[src/rtl/vga_timing.sv]
// vga_timing
// ----------
// Free-running VGA timing generator at the head of the video pipeline.
// Produces the pixel/line counters, active-high sync pulses, blanking flags,
// a once-per-frame tick at the start of vertical blank, and a frame counter.
// Default parameters give 1024x768 @ 60 Hz from a 65 MHz pixel clock.
//
// Ports:
//   pclk        in   1   pixel clock
//   rst         in   1   synchronous, active-high reset
//   hcount_out  out  11  current pixel column, 0..H_TOTAL-1
//   vcount_out  out  11  current line, 0..V_TOTAL-1
//   hsync_out   out  1   horizontal sync, active-high
//   vsync_out   out  1   vertical sync, active-high
//   hblnk_out   out  1   high while hcount_out >= H_ACTIVE
//   vblnk_out   out  1   high while vcount_out >= V_ACTIVE
//   frame_tick  out  1   one-cycle pulse at (0, V_ACTIVE)
//   frame_cnt   out  16  frames completed, wraps modulo 2^16
//
// Parameters must satisfy H_ACTIVE+H_FP+H_SYNC <= H_TOTAL <= 2047 and
// V_ACTIVE+V_FP+V_SYNC <= V_TOTAL <= 2047, with V_ACTIVE >= 1.
module vga_timing #(
    parameter int H_ACTIVE = 1024,
    parameter int H_FP     = 24,
    parameter int H_SYNC   = 136,
    parameter int H_TOTAL  = 1344,
    parameter int V_ACTIVE = 768,
    parameter int V_FP     = 3,
    parameter int V_SYNC   = 6,
    parameter int V_TOTAL  = 806
) (
    input  logic        pclk,
    input  logic        rst,
    output logic [10:0] hcount_out,
    output logic [10:0] vcount_out,
    output logic        hsync_out,
    output logic        vsync_out,
    output logic        hblnk_out,
    output logic        vblnk_out,
    output logic        frame_tick,
    output logic [15:0] frame_cnt
);

    localparam logic [10:0] H_LAST     = 11'(H_TOTAL - 1);
    localparam logic [10:0] V_LAST     = 11'(V_TOTAL - 1);
    localparam logic [10:0] H_BLANK_LO = 11'(H_ACTIVE);
    localparam logic [10:0] V_BLANK_LO = 11'(V_ACTIVE);
    localparam logic [10:0] HS_LO      = 11'(H_ACTIVE + H_FP);
    localparam logic [10:0] HS_HI      = 11'(H_ACTIVE + H_FP + H_SYNC - 1);
    localparam logic [10:0] VS_LO      = 11'(V_ACTIVE + V_FP);
    localparam logic [10:0] VS_HI      = 11'(V_ACTIVE + V_FP + V_SYNC - 1);

    logic [10:0] hcount_q, hcount_d;
    logic [10:0] vcount_q, vcount_d;
    logic        hsync_q, hsync_d;
    logic        vsync_q, vsync_d;
    logic        hblnk_q, hblnk_d;
    logic        vblnk_q, vblnk_d;
    logic        frame_tick_q, frame_tick_d;
    logic [15:0] frame_cnt_q, frame_cnt_d;

    // Next counter values, then every flag decoded from those next values so
    // that the registered flags line up with the registered counters.
    // Blanking ranges run to the end of the line/frame, so a lower-bound
    // compare is enough for them.
    always_comb begin
        hcount_d = hcount_q + 11'd1;
        vcount_d = vcount_q;
        if (hcount_q == H_LAST) begin
            hcount_d = 11'd0;
            if (vcount_q == V_LAST) begin
                vcount_d = 11'd0;
            end else begin
                vcount_d = vcount_q + 11'd1;
            end
        end

        hblnk_d      = (hcount_d >= H_BLANK_LO);
        vblnk_d      = (vcount_d >= V_BLANK_LO);
        hsync_d      = (hcount_d >= HS_LO) && (hcount_d <= HS_HI);
        vsync_d      = (vcount_d >= VS_LO) && (vcount_d <= VS_HI);
        frame_tick_d = (hcount_d == 11'd0) && (vcount_d == V_BLANK_LO);
        frame_cnt_d  = frame_tick_d ? frame_cnt_q + 16'd1 : frame_cnt_q;
    end

    // Output registers; reset parks the raster at (0,0) with all flags low
    // and discards any partial-frame count.
    always_ff @(posedge pclk) begin
        if (rst) begin
            hcount_q     <= 11'd0;
            vcount_q     <= 11'd0;
            hsync_q      <= 1'b0;
            vsync_q      <= 1'b0;
            hblnk_q      <= 1'b0;
            vblnk_q      <= 1'b0;
            frame_tick_q <= 1'b0;
            frame_cnt_q  <= 16'd0;
        end else begin
            hcount_q     <= hcount_d;
            vcount_q     <= vcount_d;
            hsync_q      <= hsync_d;
            vsync_q      <= vsync_d;
            hblnk_q      <= hblnk_d;
            vblnk_q      <= vblnk_d;
            frame_tick_q <= frame_tick_d;
            frame_cnt_q  <= frame_cnt_d;
        end
    end

    assign hcount_out = hcount_q;
    assign vcount_out = vcount_q;
    assign hsync_out  = hsync_q;
    assign vsync_out  = vsync_q;
    assign hblnk_out  = hblnk_q;
    assign vblnk_out  = vblnk_q;
    assign frame_tick = frame_tick_q;
    assign frame_cnt  = frame_cnt_q;

endmodule

[config.mk]
export PLATFORM = sky130hd
export DESIGN_NAME = vga_timing
export DESIGN_NICKNAME = d
export VERILOG_FILES = /design/src/rtl/vga_timing.sv
export SDC_FILE = /design/constraint.sdc
export NUM_CORES = 1
export LEC_CHECK = 0
export BUFFER_PORTS_ARGS = -buffer_cell sky130_fd_sc_hd__clkbuf_2
export CORE_ASPECT_RATIO = 1.4
export CORE_MARGIN = 2
export CORE_UTILIZATION = 40
export DETAILED_ROUTE_END_ITERATION = 16
export MAX_ROUTING_LAYER = met4
export PLACE_DENSITY = 0.58
export SETUP_SLACK_MARGIN = 0.05
export SYNTH_ARGS = -nofsm -noshare
export SYNTH_HDL_FRONTEND = slang
export SYNTH_SLANG_ARGS = --single-unit
export TNS_END_PERCENT = 20
[constraint.sdc]
create_clock -name pclk -period 3.4 [get_ports pclk]
set_input_delay 0.68 -clock pclk [delete_from_list [all_inputs] [get_ports pclk]]
set_output_delay 0.68 -clock pclk [all_outputs]
set_load 0.02 [all_outputs]
**After elaboration in Yosys (flattened, before gate mapping)**

Cells that the tools add are included.

- Register bits: 43
- Latch bits: 0
- RAM bits: 0
- Bits in read-only memories: 0
- Input bits: 2
- Output and inout port bits: 43
- Logic and storage cells: 27
- Memories kept: 0

- $add $sub $neg: 3
- Multipliers: 0
- Divide/modulo/power cells: 0
- Order comparisons: 6
- Eq/ne operators: 3
- Shift operators: 0
- Mux-type cells: 3
- Bitwise operators: 0
- Reductions and logical operators: 4

Operators by type and width:

| kind | count |
|---|---|
| two-way mux 11 bit | 3 |
| adder 11 x 1 -> 11 bit (second input constant) | 2 |
| equality test 11 x 10 -> 1 bit (second input constant) | 2 |
| >= comparator 11 x 10 -> 1 bit (second input constant) | 2 |
| >= comparator 11 bit (second input constant) | 2 |
| adder 16 x 1 -> 16 bit (second input constant) | 1 |
| equality test 11 bit (second input constant) | 1 |
| <= comparator 11 x 10 -> 1 bit (second input constant) | 1 |
| <= comparator 11 bit (second input constant) | 1 |
| zero test 11 bit | 1 |
| logical AND 1 bit | 3 |

**Longest topological paths before layout**

- Depth after elaboration: 5
- Mapped depth: 11

**Least setup slack after synthesis**

Ideal clock, no wire load.

- Path type: register -> register
- Start point: reg hcount_q[0], in the netlist hcount_out[0]
- End point: reg frame_cnt_q[15], in the netlist frame_cnt[15]
- Data arrival time: 2.817 ns
- Data required time: 3.277 ns
- Slack: 0.460 ns
- Cell stages (with the launch flop): 11
- Clock period less this slack: 2.940 ns
- Cells stage by stage: dfxtp_1 > ha_1 > and4_1 > nand2_1 > a221o_1 > a2111oi_0 > and3_1 > buf_4 > buf_6 > nand4_1 > mux2_1

- Cells in the longest elaborated chain, start to end: 4

Ends and longest elaborated chain:

| what | RTL line | RTL |
|---|---|---|
| start: declaration | 53 | `logic [10:0] hcount_q, hcount_d;` |
| start signal: assignment | 99 | `hcount_q <= hcount_d;` |
| adder 11 x 1 -> 11 bit or equality test 11 bit (tied branches) | 67, 69 |  |
| two-way mux 11 bit | 69 | `if (hcount_q == H_LAST) begin` |
| zero test 11 bit or equality test 11 x 10 -> 1 bit (tied branches) | 82 | `frame_tick_d = (hcount_d == 11'd0) && (vcount_d == V_BLANK_LO);` |
| logical AND 1 bit (*) | 82 |  |
| end signal: assignment | 106 | `frame_cnt_q <= frame_cnt_d;` |
| end: declaration | 60 | `logic [15:0] frame_cnt_q, frame_cnt_d;` |

Mark *: on every way between the ends. The rest lies on a longest branch, timed or not.
A chain may end at the register's enable or synchronous reset.

**Worst setup path after layout**

- Start point: reg hcount_q[0], in the netlist hcount_out[0]
- End point: reg frame_cnt_q[14], in the netlist frame_cnt[14]

Same word-level chain as after synthesis.

==> summary.md <==
| Metric | Value |
|---|---|
| Final nets | `between 300 and 400` |
| Synth Instances | `roughly 320` |
| Initial Util | `0.407` |
| Ys Warns | `0` |
| # resized after CTS | `0` |
| Most common cell in the synthesized netlist | `nor2_1` |
| Worst slew margin | `0.584` |
| Num rows | `35` |
| Number of primary I/O pins | `45` |
| Biggest area consumer among synthesized cells | `dfxtp_1` |
| Largest net degree at the start of global routing | `32` |
| Crit path cell chain | `ha_1 -> and4_1 -> nand2_1 -> a221o_1 -> a2111oi_0 -> and3_1 -> buf_4 -> nand4_1 -> mux2_1` |
| WP buf/inv | `1` |
| Total negative slack | `0 ps` |
| Ys flop type | `dfxtp_1` |
| RSZ-0062 raised after global routing | `no` |
| Syn_area_per_cell | `just over 8 um2` |
| Critical-path top delay cell | `a2111oi_0` |
| CTS root buffer | `clkbuf_8` |
| TritonCTS clock tree | `done` |
| DRC violations left | `0` |
| First-pass DRT Iterations | `5` |
| Reg2Reg Depth | `9` |
| Pwr Density | `314 nW/um2` |
| # diodes | `0` |
| EDFF count, synth | `0` |
| Stages on the worst setup path | `9` |
| Crit Path Class | `flop to flop` |
| Mapped Area | `approximately 2600 um2` |
| Hold Vio Cnt, Final | `0` |
| Mapped Nets | `331` |
| Worst Setup EP | `frame_cnt[14]` |
| Port Buffer Count | `44` |
| Least-Margin Pin Slew | `between 600 and 700 ps` |
| Fillers | `675` |
| Beginning of the critical path | `hcount_out[0]` |
| Crit end category | `flop` |
| Initial antenna violation count | `0` |
| Worst-skew pair later-pin latency | `300 ps` |
| Tmin final | `between 3000 and 4000 ps` |
| CTS HTree Levels | `2` |
| TritonCTS buffer count | `5` |
| Remaining global-route overflow | `0` |
| Fmax achieved | `324 MHz` |
| Slew Viols, Final | `0` |
| Vias in the first global route | `2165` |
| Register area | `841 um2` |
| FF-to-FF setup slack | `310 ps` |
| DIE HEIGHT | `roughly 100 um` |
| Number of routed nets with antenna violations | `0` |
| RR Startpoint | `hcount_out[0]` |
| Vias/cell | `between 5 and 6` |
| DP HPWL | `4510 um` |
| GRT Overall Usage | `0.175` |
| Area of the core | `6480 um2` |
| Worst EP arrival | `between 3000 and 4000 ps` |
| Post-synthesis sequential area ratio | `0.318` |
| Hold path cells | `2` |
| Reg2reg end | `frame_cnt[14]` |
| Crit path max-delay family | `compound AO/OA/AOI/OAI gates` |
| # clock sinks | `42` |
| Clk buf depth | `2` |
| Worst IR Drop VDD | `about 0.00023 V` |
| Chip width | `between 70 and 80 um` |
| Layout cell share with drive strength beyond 1 | `0.223` |
| Total of max-cap violations | `0` |
| Critical-path maximum fanout | `15` |
| DR iter-0 viols | `between 150 and 200` |
| Routability Congestion | `0.882` |
| Post-Route WL | `6050 um` |
| Most frequent cells after synthesis | `nor2_1 (49), dfxtp_1 (42), nand2_1 (23)` |
| FFs w/ async S/R, synth | `0` |
| Area growth syn-to-layout | `14.0%` |
| Startpoint types | `flop` |
| Status | `finished, final reports clean` |
| DR WL/cell | `roughly 14 um` |
| Die area | `7280 um2` |
| CTS Hold Bufs | `0` |
| Pwr Total | `0.000944 W` |
| Via count | `2462` |
| CTS clk-pin slew, worst paths | `80 ps` |
| WP data required | `3590 ps` |
| Hold crit path type | `flop to flop` |
| Synth top area share | `0.318` |
| Multi-input logic area | `1630 um2` |
| Synth area leaders | `dfxtp_1 (32%), nor2_1 (7.0%), mux2_1 (4.3%), nand4_1 (4.0%), xnor2_1 (3.6%)` |
| Endpoints failing setup | `0` |
| Clock skew | `between 8 and 9 ps` |
| Leak pwr | `about 1.2 nW` |
| Post-CTS Repair Setup Buffers | `0` |
| First-pass GRT wire length | `roughly 10000 um` |
| Period utilisation layout | `0.908` |
| Largest stage delay, worst path | `480 ps` |
| Post-synthesis cell type count | `56` |
| Synthesized flop and latch total | `42` |
-- where the power goes --
group          leakage, nW  internal [W]  switching [W]
Sequential           0.339      0.000494     0.00000481
Clock               0.0504      0.000219       0.000194
Combinational        0.813    0.00000981      0.0000226
-- worst min path at each step --
stage                        from       endpoint  slack (ps)
floorplan           frame_cnt[15]  frame_cnt[15]         610
global route        frame_cnt[14]  frame_cnt[14]         610
global placement    hcount_out[0]  hcount_out[0]         530
detailed placement  frame_cnt[15]  frame_cnt[15]         550
finish              frame_cnt[15]  frame_cnt[15]         550
CTS                 hcount_out[0]  hcount_out[0]         570
-- layout by cell type (no fill, tap or decap), types with 5 or more instances in the layout --
cell type,Yosys,final
clkbuf_8,0,5
a21oi_1,9,9
ha_1,5,5
and3_1,7,7
mux2i_1,5,5
xnor2_1,11,11
clkbuf_2,1,44
buf_4,2,9
nand4_1,17,17
and4_1,5,5
mux2_2,5,5
inv_1,12,12
nor2_1,49,49
mux2_1,10,10
nand3_1,15,15
dfxtp_1,42,42
nor4_1,5,5
nand2_1,23,23
nor2b_1,14,14
nor3_1,14,14
-- logic make-up after synthesis --
| kind of cell | count (synthesis) | share of synthesized area |
|---|---|---|
| AO/OA/AOI/OAI | 31 | 0.0877 |
| XOR/XNOR | 15 | 0.0498 |
| adder cells (fa/ha/maj) | 5 | 0.0237 |
| multiplexers | 20 | 0.0829 |
| buffers and inverters | 33 | 0.0640 |
| flip-flops | 42 | 0.318 |
| AND/OR/NAND/NOR | 178 | 0.373 |
-- metrics by stage --
step                instances  cell area (um2)  setup WS, ps  hold slack (ps)  utilization
floorplan                 324             2640           460              605            -
global placement          430             2900           411              535        0.447
detailed placement        430             2900           334              548        0.447
CTS                       438             3010           307              567        0.464
global route              438             3010          72.3              609        0.464
finish                    438             3010           314              554        0.464
-- flip-flops by register name, indices dropped and copies added, names as in the netlist --
register / flops
frame_cnt: 16
frame_tick: 1
hcount_out: 11
hsync_out: 1
vblnk_out: 1
vcount_out: 11
vsync_out: 1
-- cell type report --
type                       count  area share
clock buffer                   5      0.0229
clock inverter                 3      0.0150
inverter                      12      0.0150
multi-input combinational    249       0.542
sequential                    42       0.279
tap                           74      0.0308
timing repair buffer          53      0.0956
-- worst reg2reg max path, delay by kind of cell, from the launching register on --
kind / cells / cell delay [ps]
AOI/OAI and AO/OA: 2 / 900
adders and majority gates: 1 / 310
DFF: 1 / 440
muxes: 1 / 320
and+or+nand+nor: 4 / 810
buffers and inverters: 1 / 210
-- layer usage --
metal,wire [um],part of all wire,global-route usage
met1,2650,0.44,0.210
met2,3080,0.51,0.292
met3,221,0.037,0.0291
met4,96,0.016,0.0627
met5,0,0,-
Power figures use the tool's default switching activity.
